### src/rtl/placement_cost_eval_if.sv
// Memory-side bus of placement_cost_eval: edge-list read port and shared X/Y position read port.
// master = evaluator (drives strobes/addresses), slave = memories (return data one cycle after a visible strobe).
interface placement_cost_eval_if #(
    parameter int DATA_W  = 32,
    parameter int EDGE_AW = 10,
    parameter int POS_AW  = 7
);
    logic               edge_re;
    logic [EDGE_AW-1:0] edge_addr;
    logic [DATA_W-1:0]  edge_a;
    logic [DATA_W-1:0]  edge_b;
    logic               pos_re;
    logic [POS_AW-1:0]  pos_addr;
    logic [DATA_W-1:0]  pos_x;
    logic [DATA_W-1:0]  pos_y;

    modport master (
        output edge_re, edge_addr,
        input  edge_a, edge_b,
        output pos_re, pos_addr,
        input  pos_x, pos_y
    );

    modport slave (
        input  edge_re, edge_addr,
        output edge_a, edge_b,
        input  pos_re, pos_addr,
        output pos_x, pos_y
    );
endinterface

### src/rtl/placement_cost_eval.sv
// Wirelength evaluator: walks the edge list, accumulates Manhattan and hop cost, counts unplaced edges.
// Optional macro PLACE_EVAL_MAXLEN_EN adds the max_len output (largest |dx|+|dy| over placed edges).
module placement_cost_eval #(
    parameter int DATA_W    = 32,
    parameter int EDGE_AW   = 10,
    parameter int POS_AW    = 7,
    parameter int SUM_W     = 32,
    parameter int HOP_SHIFT = 1
) (
    input  logic                    clk,
    input  logic                    reset,
    input  logic                    start,
    input  logic [EDGE_AW:0]        n_edge,
    output logic                    busy,
    output logic                    done,
    placement_cost_eval_if.master   mem,
    output logic signed [SUM_W-1:0] sum,
    output logic signed [SUM_W-1:0] sum_hop,
    output logic [EDGE_AW:0]        n_unplaced,
`ifdef PLACE_EVAL_MAXLEN_EN
    output logic [DATA_W-1:0]       max_len,
`endif
    output logic                    err_unplaced
);

    typedef enum logic [3:0] {
        IDLE, RD_E, WT_E, RD_A, WT_A, RD_B, WT_B, ACC, DONE
    } state_t;

    localparam logic [DATA_W-1:0]  UNPLACED = {DATA_W{1'b1}};
    localparam logic [DATA_W+1:0]  HOP_ADD  = ~({(DATA_W+2){1'b1}} << HOP_SHIFT);
    localparam logic [EDGE_AW:0]   CNT_ZERO = {(EDGE_AW+1){1'b0}};
    localparam logic [EDGE_AW:0]   CNT_ONE  = {{EDGE_AW{1'b0}}, 1'b1};
    localparam logic [SUM_W-1:0]   SUM_ONE  = {{(SUM_W-1){1'b0}}, 1'b1};

    state_t                    state_r;
    state_t                    state_nxt_s;
    logic [EDGE_AW:0]          n_edge_r;
    logic [EDGE_AW:0]          idx_r;
    logic [POS_AW-1:0]         eb_r;
    logic signed [DATA_W-1:0]  xa_r, ya_r, xb_r, yb_r;
    logic                      acc_phase_r;

    logic [DATA_W:0]           dx_s, dy_s;
    logic [DATA_W+1:0]         len_s;
    logic [DATA_W+1:0]         hop_s;
    logic [SUM_W-1:0]          cost_s;
    logic [SUM_W-1:0]          cost_hop_s;
    logic                      unplaced_s;
    logic                      last_edge_s;
    logic                      unused_bits_s;

    function automatic logic [DATA_W:0] abs_diff(input logic signed [DATA_W-1:0] a,
                                                 input logic signed [DATA_W-1:0] b);
        logic signed [DATA_W:0] d;
        d = {a[DATA_W-1], a} - {b[DATA_W-1], b};
        return d[DATA_W] ? $unsigned(-d) : $unsigned(d);
    endfunction

    // ceil(d / 2^HOP_SHIFT), computed one bit wider so the rounding add cannot overflow
    function automatic logic [DATA_W+1:0] hop_term(input logic [DATA_W:0] d);
        return ({1'b0, d} + HOP_ADD) >> HOP_SHIFT;
    endfunction

    // Per-edge cost from the captured endpoint coordinates
    always_comb begin
        dx_s        = abs_diff(xa_r, xb_r);
        dy_s        = abs_diff(ya_r, yb_r);
        len_s       = {1'b0, dx_s} + {1'b0, dy_s};
        hop_s       = hop_term(dx_s) + hop_term(dy_s);
        cost_s      = SUM_W'(len_s) - SUM_ONE;
        cost_hop_s  = SUM_W'(hop_s) - SUM_ONE;
        unplaced_s  = (xa_r == UNPLACED) || (ya_r == UNPLACED) ||
                      (xb_r == UNPLACED) || (yb_r == UNPLACED);
        last_edge_s = ((idx_r + CNT_ONE) == n_edge_r);
    end

    assign unused_bits_s = ^{mem.edge_a[DATA_W-1:POS_AW], mem.edge_b[DATA_W-1:POS_AW]};

    // Next-state logic; ACC spends one cycle capturing B and one accumulating
    always_comb begin
        state_nxt_s = state_r;
        case (state_r)
            IDLE: begin
                if (start) begin
                    state_nxt_s = (n_edge == CNT_ZERO) ? DONE : RD_E;
                end else begin
                    state_nxt_s = IDLE;
                end
            end
            RD_E: state_nxt_s = WT_E;
            WT_E: state_nxt_s = RD_A;
            RD_A: state_nxt_s = WT_A;
            WT_A: state_nxt_s = RD_B;
            RD_B: state_nxt_s = WT_B;
            WT_B: state_nxt_s = ACC;
            ACC: begin
                if (!acc_phase_r) begin
                    state_nxt_s = ACC;
                end else if (last_edge_s) begin
                    state_nxt_s = DONE;
                end else begin
                    state_nxt_s = RD_E;
                end
            end
            DONE:    state_nxt_s = IDLE;
            default: state_nxt_s = IDLE;
        endcase
    end

    // State register
    always_ff @(posedge clk or negedge reset) begin
        if (!reset) begin
            state_r <= IDLE;
        end else begin
            state_r <= state_nxt_s;
        end
    end

    // Registered outputs, memory strobes and datapath
    always_ff @(posedge clk or negedge reset) begin
        if (!reset) begin
            busy          <= 1'b0;
            done          <= 1'b0;
            mem.edge_re   <= 1'b0;
            mem.edge_addr <= {EDGE_AW{1'b0}};
            mem.pos_re    <= 1'b0;
            mem.pos_addr  <= {POS_AW{1'b0}};
            sum           <= {SUM_W{1'b0}};
            sum_hop       <= {SUM_W{1'b0}};
            n_unplaced    <= CNT_ZERO;
            err_unplaced  <= 1'b0;
`ifdef PLACE_EVAL_MAXLEN_EN
            max_len       <= {DATA_W{1'b0}};
`endif
            n_edge_r      <= CNT_ZERO;
            idx_r         <= CNT_ZERO;
            eb_r          <= {POS_AW{1'b0}};
            xa_r          <= {DATA_W{1'b0}};
            ya_r          <= {DATA_W{1'b0}};
            xb_r          <= {DATA_W{1'b0}};
            yb_r          <= {DATA_W{1'b0}};
            acc_phase_r   <= 1'b0;
        end else begin
            busy        <= (state_nxt_s != IDLE) && (state_nxt_s != DONE);
            done        <= (state_nxt_s == DONE);
            mem.edge_re <= (state_r == RD_E);
            mem.pos_re  <= (state_r == RD_A) || (state_r == RD_B);
            case (state_r)
                IDLE: begin
                    if (start) begin
                        n_edge_r     <= n_edge;
                        idx_r        <= CNT_ZERO;
                        sum          <= {SUM_W{1'b0}};
                        sum_hop      <= {SUM_W{1'b0}};
                        n_unplaced   <= CNT_ZERO;
                        err_unplaced <= 1'b0;
`ifdef PLACE_EVAL_MAXLEN_EN
                        max_len      <= {DATA_W{1'b0}};
`endif
                    end
                end
                RD_E: mem.edge_addr <= idx_r[EDGE_AW-1:0];
                RD_A: begin
                    mem.pos_addr <= mem.edge_a[POS_AW-1:0];
                    eb_r         <= mem.edge_b[POS_AW-1:0];
                end
                RD_B: begin
                    xa_r         <= mem.pos_x;
                    ya_r         <= mem.pos_y;
                    mem.pos_addr <= eb_r;
                end
                ACC: begin
                    if (!acc_phase_r) begin
                        xb_r        <= mem.pos_x;
                        yb_r        <= mem.pos_y;
                        acc_phase_r <= 1'b1;
                    end else begin
                        acc_phase_r <= 1'b0;
                        idx_r       <= idx_r + CNT_ONE;
                        if (unplaced_s) begin
                            n_unplaced   <= n_unplaced + CNT_ONE;
                            err_unplaced <= 1'b1;
                        end else begin
                            sum     <= sum + cost_s;
                            sum_hop <= sum_hop + cost_hop_s;
`ifdef PLACE_EVAL_MAXLEN_EN
                            if (len_s > {2'b00, max_len}) begin
                                max_len <= len_s[DATA_W-1:0];
                            end
`endif
                        end
                    end
                end
                default: ;
            endcase
        end
    end

endmodule
### src/flat_wrapper.sv
// flat-port wrapper written by rule: the top's interface ports become plain ports
module placement_cost_eval_flat 
#(
    parameter int DATA_W    = 32,
    parameter int EDGE_AW   = 10,
    parameter int POS_AW    = 7,
    parameter int SUM_W     = 32,
    parameter int HOP_SHIFT = 1
)
  (clk, reset, start, n_edge, busy, done, sum, sum_hop, n_unplaced, err_unplaced, mem_edge_re, mem_edge_addr, mem_edge_a, mem_edge_b, mem_pos_re, mem_pos_addr, mem_pos_x, mem_pos_y);
  placement_cost_eval_if #(.DATA_W(DATA_W), .EDGE_AW(EDGE_AW), .POS_AW(POS_AW)) mem_i ();
  input  logic clk;
  input  logic reset;
  input  logic start;
  input  logic [EDGE_AW:0] n_edge;
  output logic busy;
  output logic done;
  output logic signed [SUM_W-1:0] sum;
  output logic signed [SUM_W-1:0] sum_hop;
  output logic [EDGE_AW:0] n_unplaced;
  output logic err_unplaced;
  output wire logic [$bits(mem_i.edge_re)-1:0] mem_edge_re;
  output wire logic [$bits(mem_i.edge_addr)-1:0] mem_edge_addr;
  input wire logic [$bits(mem_i.edge_a)-1:0] mem_edge_a;
  input wire logic [$bits(mem_i.edge_b)-1:0] mem_edge_b;
  output wire logic [$bits(mem_i.pos_re)-1:0] mem_pos_re;
  output wire logic [$bits(mem_i.pos_addr)-1:0] mem_pos_addr;
  input wire logic [$bits(mem_i.pos_x)-1:0] mem_pos_x;
  input wire logic [$bits(mem_i.pos_y)-1:0] mem_pos_y;
  assign mem_edge_re = mem_i.edge_re;
  assign mem_edge_addr = mem_i.edge_addr;
  assign mem_i.edge_a = mem_edge_a;
  assign mem_i.edge_b = mem_edge_b;
  assign mem_pos_re = mem_i.pos_re;
  assign mem_pos_addr = mem_i.pos_addr;
  assign mem_i.pos_x = mem_pos_x;
  assign mem_i.pos_y = mem_pos_y;
  placement_cost_eval #(.DATA_W(DATA_W), .EDGE_AW(EDGE_AW), .POS_AW(POS_AW), .SUM_W(SUM_W), .HOP_SHIFT(HOP_SHIFT)) u_core (.clk(clk), .reset(reset), .start(start), .n_edge(n_edge), .busy(busy), .done(done), .mem(mem_i), .sum(sum), .sum_hop(sum_hop), .n_unplaced(n_unplaced), .err_unplaced(err_unplaced));
endmodule
### config.mk
export PLATFORM = sky130hd
export DESIGN_NAME = placement_cost_eval_flat
export DESIGN_NICKNAME = d
export VERILOG_FILES = /design/src/rtl/placement_cost_eval_if.sv /design/src/rtl/placement_cost_eval.sv /design/src/flat_wrapper.sv
export SDC_FILE = /design/constraint.sdc
export NUM_CORES = 1
export LEC_CHECK = 0
export BUFFER_PORTS_ARGS = -buffer_cell sky130_fd_sc_hd__buf_2
export CAP_MARGIN = 20
export CORE_AREA = 2 2 348 178
export DETAILED_ROUTE_END_ITERATION = 7
export DIE_AREA = 0 0 350 180
export PLACE_DENSITY = 0.54
export SETUP_SLACK_MARGIN = 0.4
export SYNTH_ARGS = -nofsm -noshare
export SYNTH_HDL_FRONTEND = slang
export SYNTH_SLANG_ARGS = --single-unit
### constraint.sdc
create_clock -name clk -period 10.26 [get_ports clk]
set_clock_uncertainty 0.2 [all_clocks]
set_input_delay 2.052 -clock clk [delete_from_list [all_inputs] [get_ports clk]]
set_output_delay 2.052 -clock clk [all_outputs]
set_load 0.03 [all_outputs]
==> flow_summary.yaml <==
detailed_routing:
  vias_per_cell: 5.542
  routedWlPerCell_um: 19.75
  wl_mm: 74.42
  num_vias: 20880
  drt_iter0_markers: 2082
  ant_nets: 0
  drc: 0
  dr.pass1.iters: 6
global_route:
  grt_use_met1_pct: 40.85
  grt_util_met2_pct: 28.59
  grt_max_degree: 77
  grt_pass1_wl_mm: 116.4
  gr-total-overflow: 0
  track_usage_pct: 23.43
  grt_use_met3_pct: 4.191
  top_usage_layer: "met1"
  grt_pass1_vias: 19510
  antenna_found_initial: 1
floorplanning:
  num_rows: 64
  fp.dieH_um: 180
  core_sq_um: 60140
  ioPinCount: 239
  design.die.area_sq_um: 63000
  die_x_um: 350
  initial_core_util_pct: 38.50
synthesis:
  synth.ff_latch_count: 259
  synth_compound_area_share_pct: 19.02
  syn_nets: 3166
  synthDistinctLibCells: 105
  synthFlopType: "dfrtp_1"
  synth-simple-area-share_pct: 19.88
  synthMuxAreaShare_pct: 1.675
  synth.avg_cell_area_sq_um: 8.371
  synth_warnings: 0
  synth_xor_area_share_pct: 9.479
  syn_area_sq_um: 23150
  yosys.area_share.adder_pct: 16.02
  synth-async-reset-ratio_pct: 100.0
  seq_area_frac_synth_pct: 27.99
  synth_top_family_by_area: "simple AND/OR/NAND/NOR gates"
  synth_cells: 2766
  synth-edff-count: 0
timing:
  slew_headroom_pct: 26.76
  period_share_pct: 91.01
  max_freq_mhz: 107.1
  setup_violations: 0
  fin_hold_ws_ns: 0.2937
  tns_ns: 0
  hold_violations: 0
  rsz0062_at_grt: "false"
  min_period_ns: 9.337
  fin_ws_ns: 0.9226
  worstMarginPinSlew_ns: 1.089
  slew_violations: 0
setup_path:
  ff2ff_path_depth: 30
  slowest_stage: "nor4_1"
  r2r_end: "u_core.sum_hop[31]"
  worstPathMaxFanout: 9
  cp.arrival_ns: 9.66
  cp_common_cell: "a21oi_1"
  r2r_setup_slack_ns: 0.92
  cp-startpoint: "u_core.ya_r[0]"
  crit_required_ns: 10.58
  startpoint_type: "register"
  end_kind: "register"
  cp_slowest_stage_delay_ns: 0.69
  r2r-start: "u_core.ya_r[0]"
  critical_path_class: "reg2reg"
clock_network:
  hold_buffers: 0
  cts_buffer_depth: 3
  cts_tree: "done"
  clock-sinks: 259
  path_clk_slew_ns: 0.06
  cts_root_buf: "clkbuf_16"
  clk_latency_ns: 0.60
  cts_setup_buffers: 0
  htreeDepth: 1
  numCtsBuffers: 28
final_layout:
  drive_gt1_share_pct: 11.56
  multi_input_area_sq_um: 15330
  nets: 3324
  syn_to_final_growth_pct: 12.02
  regArea_sq_um: 6481
  fillers: 6002
  final_util_pct: 43.13
worst_hold_path:
  min_to: "u_core.mem.pos_addr[2]"
  min_path_type: "reg2reg"
  hp-start: "u_core.mem.pos_addr[2]"
  hold_depth: 2
place:
  hpwl_mm: 59.40
  io_buffers: 188
  dpl_worst_slack_ns: 1.040
  place_congestion: 0.9057
flow_run:
  maxCapViolations: 0
status:
  status: "complete, no violations"
synthesized netlist by cell type (8+ instances only):
cell type    n  area (sq um)
nand2_1    401          1505
inv_1      273          1025
dfrtp_1    259          6481
ha_1       194          2427
o21ai_0    164         820.8
xnor2_1    158          1384
nor2_1     144         540.5
a21oi_1    134         670.6
xor2_1      88         770.7
clkbuf_1    67         251.5
fa_1        64          1281
nand3_1     61         305.3
a22o_1      59         516.8
nand4_1     52         325.3
a21o_1      51         382.9
nor3_1      50         250.2
nor4_1      39         244.0
a31oi_1     30         187.7
and2_1      30         187.7
mux2_2      30         337.8
and3_1      29         181.4
o21a_1      29         217.7
a211oi_1    23         172.7
nand2b_1    23         143.9
o21bai_1    22         165.2
or3_1       20         125.1
nor2b_1     17         106.4
o211ai_1    17         127.6
o22ai_1     17         106.4
buf_1       13         48.80
or2_2       12         75.07
o31ai_1     11         82.58
or4_1       10         75.07
nor3b_1      9         67.56
a2111oi_0    8         70.07
a41oi_1      8         70.07
nand3b_1     8         60.06
o41ai_1      8         70.07
state kept, by name (all words and copies together), names as in the netlist, 4 cells and up:
register              count
u_core.sum               32
u_core.sum_hop           32
u_core.xa_r              32
u_core.xb_r              32
u_core.ya_r              32
u_core.yb_r              32
u_core.idx_r             11
u_core.n_edge_r          11
u_core.n_unplaced        11
u_core.mem.edge_addr     10
u_core.eb_r               7
u_core.mem.pos_addr       7
u_core.state_r            4
critical path: cells and delay by family (launching register included):
family | cells | cell delay (ns)
flip-flops | 1 | 0.38
buffers and inverters | 3 | 0.17
adder cells (fa/ha/maj) | 5 | 1.65
AO/OA/AOI/OAI | 8 | 1.43
XOR/XNOR | 3 | 0.98
AND/OR/NAND/NOR | 11 | 4.43
stage by stage:
stage	area, sq um	instances
floorplan	23150	2766
global placement	25000	3719
detailed placement	25000	3719
CTS	25920	3767
global route	25940	3768
finish	25940	3768
layout by cell type, fill, tap and decap left out, types with 26 or more instances in the layout:
| cell type | netlist | layout |
|---|---|---|
| a21o_1 | 51 | 50 |
| o21ai_0 | 164 | 164 |
| and2_1 | 30 | 29 |
| inv_1 | 273 | 273 |
| fa_1 | 64 | 64 |
| nand3_1 | 61 | 61 |
| ha_1 | 194 | 194 |
| buf_2 | 2 | 187 |
| xnor2_1 | 158 | 157 |
| nand4_1 | 52 | 52 |
| xor2_1 | 88 | 88 |
| a22o_1 | 59 | 59 |
| o21a_1 | 29 | 29 |
| buf_4 | 1 | 26 |
| nor2_1 | 144 | 142 |
| nor3_1 | 50 | 50 |
| nand2_1 | 401 | 400 |
| mux2_2 | 30 | 30 |
| nor4_1 | 39 | 39 |
| and3_1 | 29 | 29 |
| clkbuf_16 | 0 | 28 |
| a31oi_1 | 30 | 30 |
| dfrtp_1 | 259 | 259 |
| a21oi_1 | 134 | 134 |
how the worst max path moves through the flow:
stage,end,slack [ns],cells past startpoint
2_1_floorplan,u_core.sum_hop[31],1.81,36
3_3_place_gp,u_core.sum_hop[31],1.10,35
3_5_place_dp,u_core.sum_hop[31],1.04,35
4_1_cts,u_core.sum_hop[31],0.99,35
5_1_grt,u_core.sum_hop[31],0.45,33
6_report,u_core.sum_hop[31],0.92,30
layer usage:
metal  vias to the layer above  part of all wire [%]
met5                         -                     0
met4                         0                   1.5
li1                      10030                     -
met2                       724                    35
met1                     10080                    56
met3                        51                   7.8
cell families (layout without fill, tap and decap cells):
logic type | count (synthesis) | after routing
AND/OR/NAND/NOR | 950 | 950
AO/OA/AOI/OAI | 657 | 657
buffers and inverters | 359 | 535
flip-flops | 259 | 259
adder cells (fa/ha/maj) | 258 | 258
XOR/XNOR | 248 | 248
multiplexers | 35 | 35
other | 0 | 1
what timing repair did:
item	CTS	global route
resized for setup	0	2
setup endpoints to repair	0	1
endpoints found under the hold margin	0	0
cell type report:
class                   instances  share of cell area (%)
diodes                          1                0.009648
well taps                     825                   3.980
multi-input cells            2148                   59.10
repair buffers                214                   4.419
flip-flops and latches        259                   24.99
inverters                     273                   3.951
clock buffers                  40                   3.068
clock inverters                 8                  0.4872
Power is not shown: default switching activity piles up to over one toggle a cycle in this logic, so the estimate is an artifact.
